### config.mk
export PLATFORM = sky130hd
export DESIGN_NAME = song_seq_ctrl
export DESIGN_NICKNAME = d
export VERILOG_FILES = /design/src/rtl/song_seq_ctrl_pkg.sv /design/src/rtl/song_seq_ctrl.sv
export SDC_FILE = /design/constraint.sdc
export NUM_CORES = 1
export LEC_CHECK = 0
export CAP_MARGIN = 40
export CORE_MARGIN = 1.5
export CORE_UTILIZATION = 55
export CTS_BUF_LIST = sky130_fd_sc_hd__clkbuf_4
export CTS_CLUSTER_SIZE = 40
export DETAILED_ROUTE_END_ITERATION = 10
export HOLD_SLACK_MARGIN = 0.12
export PLACE_DENSITY_LB_ADDON = 0.05
export SLEW_MARGIN = 20
export SYNTH_ARGS = -nofsm -noshare
export SYNTH_HDL_FRONTEND = slang
export SYNTH_SLANG_ARGS = --single-unit
### constraint.sdc
create_clock -name clk -period 2.82 [get_ports clk]
set_clock_uncertainty 0.15 [all_clocks]
set_input_delay 0.564 -clock clk [delete_from_list [all_inputs] [get_ports clk]]
set_output_delay 0.564 -clock clk [all_outputs]
set_load 0.02 [all_outputs]
### src/rtl/song_seq_ctrl_pkg.sv
// Shared definitions for the song auto-play sequencer: marker codes, FSM states
// and the {note, dur} layout of a song ROM word.
package song_seq_ctrl_pkg;

    localparam int unsigned NOTE_REST = 0;
    localparam int unsigned DUR_END   = 0;

    // Duration sits in the low bits of a ROM word; the note code sits directly above it.
    localparam int unsigned DUR_LSB   = 0;

    typedef enum logic [2:0] {
        S_IDLE,
        S_FETCH,
        S_LOAD,
        S_PLAY,
        S_FIN
    } seq_state_e;

endpackage

### src/rtl/song_seq_ctrl.sv
// Auto-play sequencer: walks a song ROM of {note, dur} entries, holds each note
// for dur beats of tick_en, and drives the tone generator's note code.
module song_seq_ctrl
    import song_seq_ctrl_pkg::*;
#(
    parameter int unsigned NOTE_W = 5,
    parameter int unsigned DUR_W  = 4,
    parameter int unsigned ADDR_W = 6
) (
    input  logic                    clk,
    input  logic                    rst,
    input  logic                    tick_en,
    input  logic                    start,
    input  logic                    stop,
    input  logic                    pause,
    input  logic                    loop_en,
    output logic [ADDR_W-1:0]       rom_addr,
    input  logic [NOTE_W+DUR_W-1:0] rom_data,
    output logic                    div_clr,
    output logic [NOTE_W-1:0]       note_out,
    output logic                    note_valid,
    output logic                    busy,
    output logic                    done
);

    localparam logic [ADDR_W-1:0] ADDR_MAX = '1;

    seq_state_e        state_q;
    logic [ADDR_W-1:0] addr_q;
    logic [NOTE_W-1:0] note_q;
    logic [DUR_W-1:0]  cnt_q;
    logic              valid_q;
    logic              div_clr_q;
    logic              done_q;

    logic [NOTE_W-1:0] rom_note;
    logic [DUR_W-1:0]  rom_dur;
    logic              beat;
    logic              sound;
    logic              song_end;

    assign rom_dur  = rom_data[DUR_LSB +: DUR_W];
    assign rom_note = rom_data[DUR_LSB + DUR_W +: NOTE_W];

    assign beat  = tick_en && !pause;
    assign sound = (note_q != NOTE_W'(NOTE_REST)) && !pause;

    // The last entry of a full ROM ends the song exactly like an explicit end marker.
    assign song_end = ((state_q == S_LOAD) && (rom_dur == DUR_W'(DUR_END)))
                   || ((state_q == S_PLAY) && beat && (cnt_q == DUR_W'(1))
                       && (addr_q == ADDR_MAX));

    always_ff @(posedge clk or posedge rst) begin
        if (rst) begin
            state_q   <= S_IDLE;
            addr_q    <= '0;
            note_q    <= '0;
            cnt_q     <= '0;
            valid_q   <= 1'b0;
            div_clr_q <= 1'b0;
            done_q    <= 1'b0;
        end else begin
            div_clr_q <= 1'b0;
            done_q    <= 1'b0;
            if (stop) begin
                state_q <= S_IDLE;
                note_q  <= '0;
                valid_q <= 1'b0;
            end else if (start) begin
                state_q   <= S_FETCH;
                addr_q    <= '0;
                div_clr_q <= 1'b1;
                note_q    <= '0;
                valid_q   <= 1'b0;
            end else begin
                unique case (state_q)
                    S_IDLE: ;
                    S_FETCH: begin
                        valid_q <= sound;
                        state_q <= S_LOAD;
                    end
                    S_LOAD, S_PLAY: begin
                        valid_q <= sound;
                        if (song_end) begin
                            if (loop_en) begin
                                addr_q  <= '0;
                                state_q <= S_FETCH;
                            end else begin
                                note_q  <= '0;
                                valid_q <= 1'b0;
                                done_q  <= 1'b1;
                                state_q <= S_FIN;
                            end
                        end else if (state_q == S_LOAD) begin
                            note_q  <= rom_note;
                            cnt_q   <= rom_dur;
                            valid_q <= (rom_note != NOTE_W'(NOTE_REST)) && !pause;
                            state_q <= S_PLAY;
                        end else if (beat) begin
                            cnt_q <= cnt_q - DUR_W'(1);
                            if (cnt_q == DUR_W'(1)) begin
                                addr_q  <= addr_q + ADDR_W'(1);
                                state_q <= S_FETCH;
                            end
                        end
                    end
                    S_FIN:   state_q <= S_IDLE;
                    default: state_q <= S_IDLE;
                endcase
            end
        end
    end

    assign rom_addr   = addr_q;
    assign div_clr    = div_clr_q;
    assign note_out   = note_q;
    assign note_valid = valid_q;
    assign busy       = (state_q != S_IDLE);
    assign done       = done_q;

endmodule
**Word-level counts from Yosys, hierarchy flattened**

Index checks and enable logic that the tools add are counted.

- Output and inout port bits: 15
- Input bits: 16
- Flip-flop bits (word level): 21
- Word-level logic and storage cells: 85

- Reduce and logical (&&, ||, !) cells: 26
- Eq/ne operators: 11
- Add/subtract/negate cells: 2
- Multiplexer cells: 36
- Bitwise gates (word level): 3

Operators with widths:

| operator | count |
|---|---|
| $mux 6 | 7 |
| $mux 5 | 6 |
| $mux 3 | 7 |
| $mux 1 | 12 |
| $ne 6x6->1 const B | 2 |
| $reduce_bool 3->1 | 4 |
| $reduce_bool 5->1 | 2 |
| $ne 3x3->1 const B | 3 |
| $pmux 3 s3 | 1 |
| $mux 4 | 2 |
| $reduce_bool 4->1 | 2 |
| $logic_and 1x1->1 | 7 |
| $add 6x1->6 const B | 1 |
| $eq 3x2->1 const B | 2 |
| $eq 6x6->1 const B | 1 |
| $reduce_and 3->1 | 2 |
| $reduce_and 6->1 | 1 |
| $reduce_and 5->1 | 1 |
| $eq 4x1->1 const B | 1 |
| $logic_not 4->1 | 1 |
| $ne 4x4->1 const B | 1 |
| $reduce_bool 2->1 | 2 |
| $sub 4x1->4 const B | 1 |
| $eq 3x1->1 const B | 1 |
| other kinds (6) | 8 |

**Logic depth before layout (Yosys ltp)**

Gate-level depths: netlist (run 1).

- Word-level depth: 10
- Mapped depth: 7
- Gate-level depth less buffers: 7

**Worst setup path after synthesis (run 1)**

No wires, ideal clock.

- Path kind: input to register
- Start point: in rom_data[2]
- End point: reg cnt_q[1]
- Required time: 2.545 ns
- Buffers on the path: 0
- Setup slack: 0.799 ns
- Stages: 4
- Setup time: 0.125 ns
- Data arrival time: 1.747 ns
- Cells stage by stage: or4_4 nor2_8 a211o_1 mux2_2

- Word-level cells in the longest chain between the ends: 5

RTL lines:

| element | RTL line | source |
|---|---|---|
| from (decl) | song_seq_ctrl.sv:18 | `input logic [NOTE_W+DUR_W-1:0] rom_data,` |
| $logic_not 4->1 | song_seq_ctrl.sv:49 | `assign song_end = ((state_q == S_LOAD) && (rom_dur == DUR_W'(DUR_END)))` |
| $logic_and 1x1->1 | song_seq_ctrl.sv:49 |  |
| $logic_or 1x1->1 | song_seq_ctrl.sv:50 | `\|\| ((state_q == S_PLAY) && beat && (cnt_q == DUR_W'(1))` |
| $not 1->1 (no line) | - |  |
| $reduce_and 5->1 (no line) | - |  |
| to (signal assigned) | song_seq_ctrl.sv:96 | `cnt_q <= rom_dur;` |
| to (signal assigned) | song_seq_ctrl.sv:100 | `cnt_q <= cnt_q - DUR_W'(1);` |
| to (decl) | song_seq_ctrl.sv:31 | `logic [DUR_W-1:0] cnt_q;` |

No other way between the ends.
A chain may end at the register's enable or synchronous reset.

**Final worst setup path (run 1)**

- Start point: reg state_q[1]
- End point: out busy

- Word-level cells in the longest chain between the ends: 1

RTL lines:

| element | RTL line | source |
|---|---|---|
| from (decl) | song_seq_ctrl.sv:28 | `seq_state_e state_q;` |
| from (signal assigned) | song_seq_ctrl.sv:55 | `state_q <= S_IDLE;` |
| from (signal assigned) | song_seq_ctrl.sv:66 | `state_q <= S_IDLE;` |
| from (signal assigned) | song_seq_ctrl.sv:70 | `state_q <= S_FETCH;` |
| $reduce_bool 3->1 | song_seq_ctrl.sv:118 | `assign busy = (state_q != S_IDLE);` |
| to (decl) | song_seq_ctrl.sv:22 | `output logic busy,` |

No other way between the ends.

==> results of run 1 <==
==> cell type report <==
class	instances	area (µm²)	area share
Clock buffer	3	22.5	0.0135
Clock inverter	1	5.00	0.00301
Inverter	8	30.0	0.0180
Multi-Input combinational cell	105	728	0.437
Sequential cell	21	526	0.316
Tap cell	28	35.0	0.0210
Timing Repair Buffer	32	319	0.192
==> power by group through the flow <==
stage | clock network, mW | logic [mW] | registers [mW]
2_1_floorplan | 0 | 0.124 | 0.384
3_3_place_gp | 0 | 0.213 | 0.374
3_5_place_dp | 0 | 0.220 | 0.377
4_1_cts | 0.153 | 0.221 | 0.370
5_1_grt | 0.164 | 0.243 | 0.377
6_report | 0.151 | 0.221 | 0.371
==> stage by stage <==
| step | instances | worst slack [ns] | hold WS (ns) | utilization | power (mW) |
|---|---|---|---|---|---|
| 6_report | 198 | 0.397 | 0.349 | 0.753 | 0.743 |
| 2_1_floorplan | 137 | 0.799 | 0.348 | - | 0.507 |
| 4_1_cts | 197 | 0.398 | 0.400 | 0.748 | 0.744 |
| 5_1_grt | 198 | 0.327 | 0.398 | 0.753 | 0.783 |
| 3_5_place_dp | 193 | 0.232 | 0.373 | 0.735 | 0.597 |
| 3_3_place_gp | 193 | 0.267 | 0.362 | 0.735 | 0.586 |
==> worst min-delay path by stage <==
stage	to	slack, ns	cells after the start
floorplan	cnt_q[2]	0.35	1
global placement	note_out[4]	0.36	1
detailed placement	cnt_q[1]	0.37	1
CTS	cnt_q[1]	0.40	1
global route	state_q[1]	0.40	2
finish	state_q[1]	0.35	2
==> registers in the layout (all words and copies together), names as in the netlist <==
name        cells
cnt_q           4
note_out        5
done            1
div_clr         1
state_q         3
note_valid      1
rom_addr        6
==> layer usage <==
layer | up-vias | wire length, µm | track usage
met5 | - | 0 | 0
met4 | 0 | 27 | 0.105
met3 | 4 | 127 | 0.0316
met2 | 37 | 1350 | 0.372
met1 | 549 | 1420 | 0.341
li1 | 590 | - | -
==> kinds of logic (layout without fill, tap and decap cells) <==
group	Yosys count	count (layout)	share of synthesized area
buf+inv	11	44	0.0356
fa+ha+maj	3	3	0.0289
flops	21	21	0.404
simple gates	59	59	0.264
compound gates	42	42	0.259
mux	1	1	0.00866
==> cell usage after synthesis, drive strengths merged (2+ instances only) <==
master   count
o22a         2
nor3         8
buf          3
nand3        9
dfrtp       21
inv          8
and4         2
o21ai        4
o2111ai      2
nor2b        3
o211ai       8
nor2        12
nand2b       2
or2          2
ha           3
or4          2
a22o         5
a31oi        6
nand2       10
a21oi        7
==> reports/metrics.cfg, run 1 <==
[outcome]
status=complete, no violations

[setup_path]
setup.worst_path.start_class=register
setup.worst_path.end=busy
end_kind=output pin
reg2reg_to=rom_addr[2]
worst-path-stages=2
cp-startpoint=state_q[1]
r2r-start=rom_addr[0]
max_stage_delay_ns=0.54
reg2reg_slack_ns=0.65
required_ns=2.11
crit_chain=or3_1 > clkdlybuf4s50_1
cpLargestDelayFamily=buffers and inverters
crit_type=register to output pin
crit_buf_inv=1
crit_fanout=8
ff2ff_path_depth=6
cp_slowest_cell=clkdlybuf4s50_1
crit_arrival_ns=1.71

[route]
drc=0
via_count=1180
drt_iter0_drc=35
firstDrtPassIters=4
wire_per_inst_um=14.8
routed_wl_um=2930
viasPerCell=5.96
ant_nets=0

[floorplanning]
ios=31
core_area_um2=2210
rows=17
start_util=0.588
die_area_um2=2660
fp.dieW_um=51.6
die_h_um=51.6

[yosys]
synthArstFlopShare=1.00
synthCells=137
yosysTopAreaCellShare=0.404
avgSynthCellArea_um2=9.49
yosysTopAreaCell=dfrtp_1
ys_seq_area_frac=0.404
yosys_register_bits=21
synthesis.area_um2=1300
yosysWarnings=0
synth_cell_types=48
synth_top_cells_by_area=dfrtp_1, nand3_1, a22o_1, nor2_1, nor3_1
syn-num-nets=156
synth_ff_type=dfrtp_1
synth-edff-count=0

[timing]
setup-violations-final=0
hold_viol_final=0
period_needed_ns=2.42
max_clock_freq_ghz=0.413
relSlewSlack=0.543
tightest_slew_ns=0.684
slew_violations=0
setup_tns_ns=0
fin_crit_sh=0.859
rsz0062_at_grt=no

[clock_network]
clk_path_buf_depth=2
h-tree-depth=1
ctsHoldBuffers=0
post_cts.repair.setup_buffers=0
clk_latency_ns=0.31
tritoncts=yes
cts_sinks=21
cts.repair.resized=0
cts_buffers=3
path_clk_slew_ns=0.13
cts_root_buf=clkbuf_4

[flow_run]
cap_violations=0

[power_and_ir_drop]
power_density_nw_per_um2=446
p_sw_frac=0.335
switchingPower_uw=249
power_frac_comb=0.297
vdd_drop_max_v=0.000366
power.leakage_nw=0.686
power_frac_clock=0.203
internal-power_uw=494
power_frac_seq=0.500

[final_layout]
num-fill-cells=160
n_antenna_cell=0
stdcell_area_um2=1670
area_delta_synth_final_pct=28.1
drive_above_1_share=0.118
layout.nets=190
layout_common_cells=clkdlybuf4s50_1, dfrtp_1, nor2_1
final_common_cell=clkdlybuf4s50_1

[worst_hold_path]
hold_class=input port to asynchronous set/reset pin

[placement]
hpwlAfterDp_um=2210
port_buffers=30
gp_congestion=0.886
place_area_um2=1630

[global_routing]
grt_start_max_net_pins=22
antenna_found_initial=0
grt_pass1_vias=1135
overflow=0
track_usage=0.242
grt_pass1_wl_um=4860

Power figures use the tool's default switching activity.
==> run 2: changes to the inputs <==
--- a/config.mk
+++ b/config.mk
@@ -5,6 +5,7 @@
 export SDC_FILE = /design/constraint.sdc
 export NUM_CORES = 1
 export LEC_CHECK = 0
+export ABC_CLOCK_PERIOD_IN_PS = 2800
 export CAP_MARGIN = 40
 export CORE_MARGIN = 1.5
 export CORE_UTILIZATION = 55
==> constraint.sdc (replaced) <==
create_clock -name clk -period 2.8 [get_ports clk]
set_clock_uncertainty 0.15 [all_clocks]
set_input_delay 0.56 -clock clk [delete_from_list [all_inputs] [get_ports clk]]
set_output_delay 0.56 -clock clk [all_outputs]
set_load 0.02 [all_outputs]
==> results of run 2 <==
Same layout as run 1 (identical final DEF). Status: complete, no violations.
Among the figures that moved: setup slack after placement 0.232 ns -> 0.216 ns; setup slack after layout 0.397 ns -> 0.381 ns; hold slack 0.349 ns -> 0.345 ns; register-to-register setup slack 0.65 ns -> 0.63 ns; total power 0.743 mW -> 0.748 mW; worst IR drop on VDD 0.000366 V -> 0.000369 V
==> run 3: changes to the inputs <==
--- a/config.mk
+++ b/config.mk
@@ -5,15 +5,15 @@
 export SDC_FILE = /design/constraint.sdc
 export NUM_CORES = 1
 export LEC_CHECK = 0
-export ABC_CLOCK_PERIOD_IN_PS = 2800
 export CAP_MARGIN = 40
 export CORE_MARGIN = 1.5
 export CORE_UTILIZATION = 55
 export CTS_BUF_LIST = sky130_fd_sc_hd__clkbuf_4
 export CTS_CLUSTER_SIZE = 40
 export DETAILED_ROUTE_END_ITERATION = 10
+export GPL_TIMING_DRIVEN = 0
 export HOLD_SLACK_MARGIN = 0.12
-export PLACE_DENSITY_LB_ADDON = 0.05
+export PLACE_DENSITY = 0.87
 export SLEW_MARGIN = 20
 export SYNTH_ARGS = -nofsm -noshare
 export SYNTH_HDL_FRONTEND = slang
==> reports/metrics.cfg, run 3 (same netlist as run 1, synthesis figures left out) <==
[route]
routed_wl_um=3100  ; +5.9%
drc=0  ; unchanged
firstDrtPassIters=4  ; unchanged
wire_per_inst_um=15.5  ; +4.9%
via_count=1228  ; +4.1%
drt_iter0_drc=20  ; -43%
viasPerCell=6.14  ; +3.0%
ant_nets=0  ; unchanged

[global_routing]
grt_start_max_net_pins=22  ; unchanged
grt_pass1_vias=1190  ; +4.8%
grt_pass1_wl_um=5180  ; +6.7%
overflow=0  ; unchanged
track_usage=0.255  ; +0.0129
antenna_found_initial=0  ; unchanged

[floorplanning]
core_area_um2=2210  ; unchanged
die_area_um2=2660  ; unchanged
fp.dieW_um=51.6  ; unchanged
ios=31  ; unchanged
start_util=0.588  ; unchanged
die_h_um=51.6  ; unchanged
rows=17  ; unchanged

[timing]
period_needed_ns=2.45
setup-violations-final=0  ; unchanged
hold_viol_final=0  ; unchanged
fin_crit_sh=0.874
rsz0062_at_grt=no
holdWs_ns=0.227
slew_violations=0  ; unchanged
max_clock_freq_ghz=0.409
relSlewSlack=0.473  ; -0.0699
tightest_slew_ns=0.789  ; +0.105 ns
setup_tns_ns=0  ; unchanged

[final_layout]
post-route-util=0.760  ; +0.00679
area_delta_synth_final_pct=29.3
layout_common_cells=clkdlybuf4s50_1, dfrtp_1, nor2_1
final_common_cell=clkdlybuf4s50_1
layout.nets=192  ; +1.1%
largest_reg_flops=6  ; unchanged
fin_cells=200  ; +1.0%
num-fill-cells=166  ; +3.8%
drive_above_1_share=0.122  ; +0.00445
n_antenna_cell=0  ; unchanged

[power_and_ir_drop]
power_density_nw_per_um2=447
power.total_uw=751
vdd_drop_max_v=0.000528
power.leakage_nw=0.703  ; +2.5%

[setup_path]
cp_slowest_cell=or3_1
end_kind=output pin
r2r-start=rom_addr[0]
required_ns=2.09
crit_arrival_ns=1.74  ; +0.03 ns
crit_buf_inv=3  ; +2
setup.worst_path.start_class=register
reg2reg_to=rom_addr[2]
reg2reg_slack_ns=0.66
crit_type=register to output pin
crit_chain=buf_4 > buf_1 > or3_1 > dlymetal6s2s_1
crit_fanout=10  ; +2
ff2ff_path_depth=6  ; unchanged
max_stage_delay_ns=0.40  ; -0.14 ns
cpLargestDelayFamily=buffers and inverters

[placement]
dp_cells=195  ; +1.0%
port_buffers=30  ; unchanged
gp_congestion=0.921  ; +4.0%
hpwlAfterDp_um=2290  ; +3.6%

[clock_network]
h-tree-depth=1  ; unchanged
clk_latency_ns=0.32  ; about the same
clk_path_buf_depth=2  ; unchanged
cts_root_buf=clkbuf_4
cts_sinks=21  ; unchanged
path_clk_slew_ns=0.12  ; about the same
cts_buffers=3  ; unchanged
tritoncts=yes
ctsHoldBuffers=0  ; unchanged

[worst_hold_path]
hold_class=input port to asynchronous set/reset pin

[flow_run]
cap_violations=0  ; unchanged

[outcome]
status=complete, no violations

[run 3: layout make-up]
class	count	area [µm²]	area share
buffer	3	16.3	0.00968
clock buffer	3	22.5	0.0134
clock inverter	1	5.00	0.00298
inverter	8	30.0	0.0179
sequential	21	526	0.313
multi-input combinational	105	728	0.433
tap	28	35.0	0.0208
timing repair buffer	31	318	0.189
[run 3: power by group]
group	internal, mW	leakage [nW]	total, mW	switching (mW)
combinational	0.109	0.408	0.226	0.117
sequential	0.336	0.277	0.372	0.0367
clock	0.0535	0.0177	0.152	0.0986
[run 3: metal layers]
layer  GRT usage  up-vias  routed length (µm)
met1       0.330      585                1330
met4      0.0921        0                  19
li1            -      601                   -
met5           0        -                   0
met2       0.427       40                1570
met3      0.0431        2                 176
[run 3: worst max path at each step]
stage / depth (start not counted) / end / start / slack [ns]
after floorplan: 6 / rom_addr[4] / rom_addr[0] / 0.78
after global placement: 6 / cnt_q[1] / pause / 0.22
after detailed placement: 6 / rom_addr[2] / pause / 0.21
after CTS: 4 / busy / state_q[0] / 0.04
after global routing: 4 / busy / state_q[0] / 0.31
final: 4 / busy / state_q[0] / 0.35
[run 3: through the flow]
stage,cell area [µm²],setup WS [ns]
2_1_floorplan,1300,0.781
3_3_place_gp,1640,0.221
3_5_place_dp,1640,0.212
4_1_cts,1660,0.0366
5_1_grt,1680,0.306
6_report,1680,0.352
[run 3: what timing repair did]
| action | 4_1_cts | 5_1_grt |
|---|---|---|
| gates resized for setup | 0 | 1 |
| setup buffers | 0 | 0 |
| endpoints found under the setup margin | 0 | 1 |
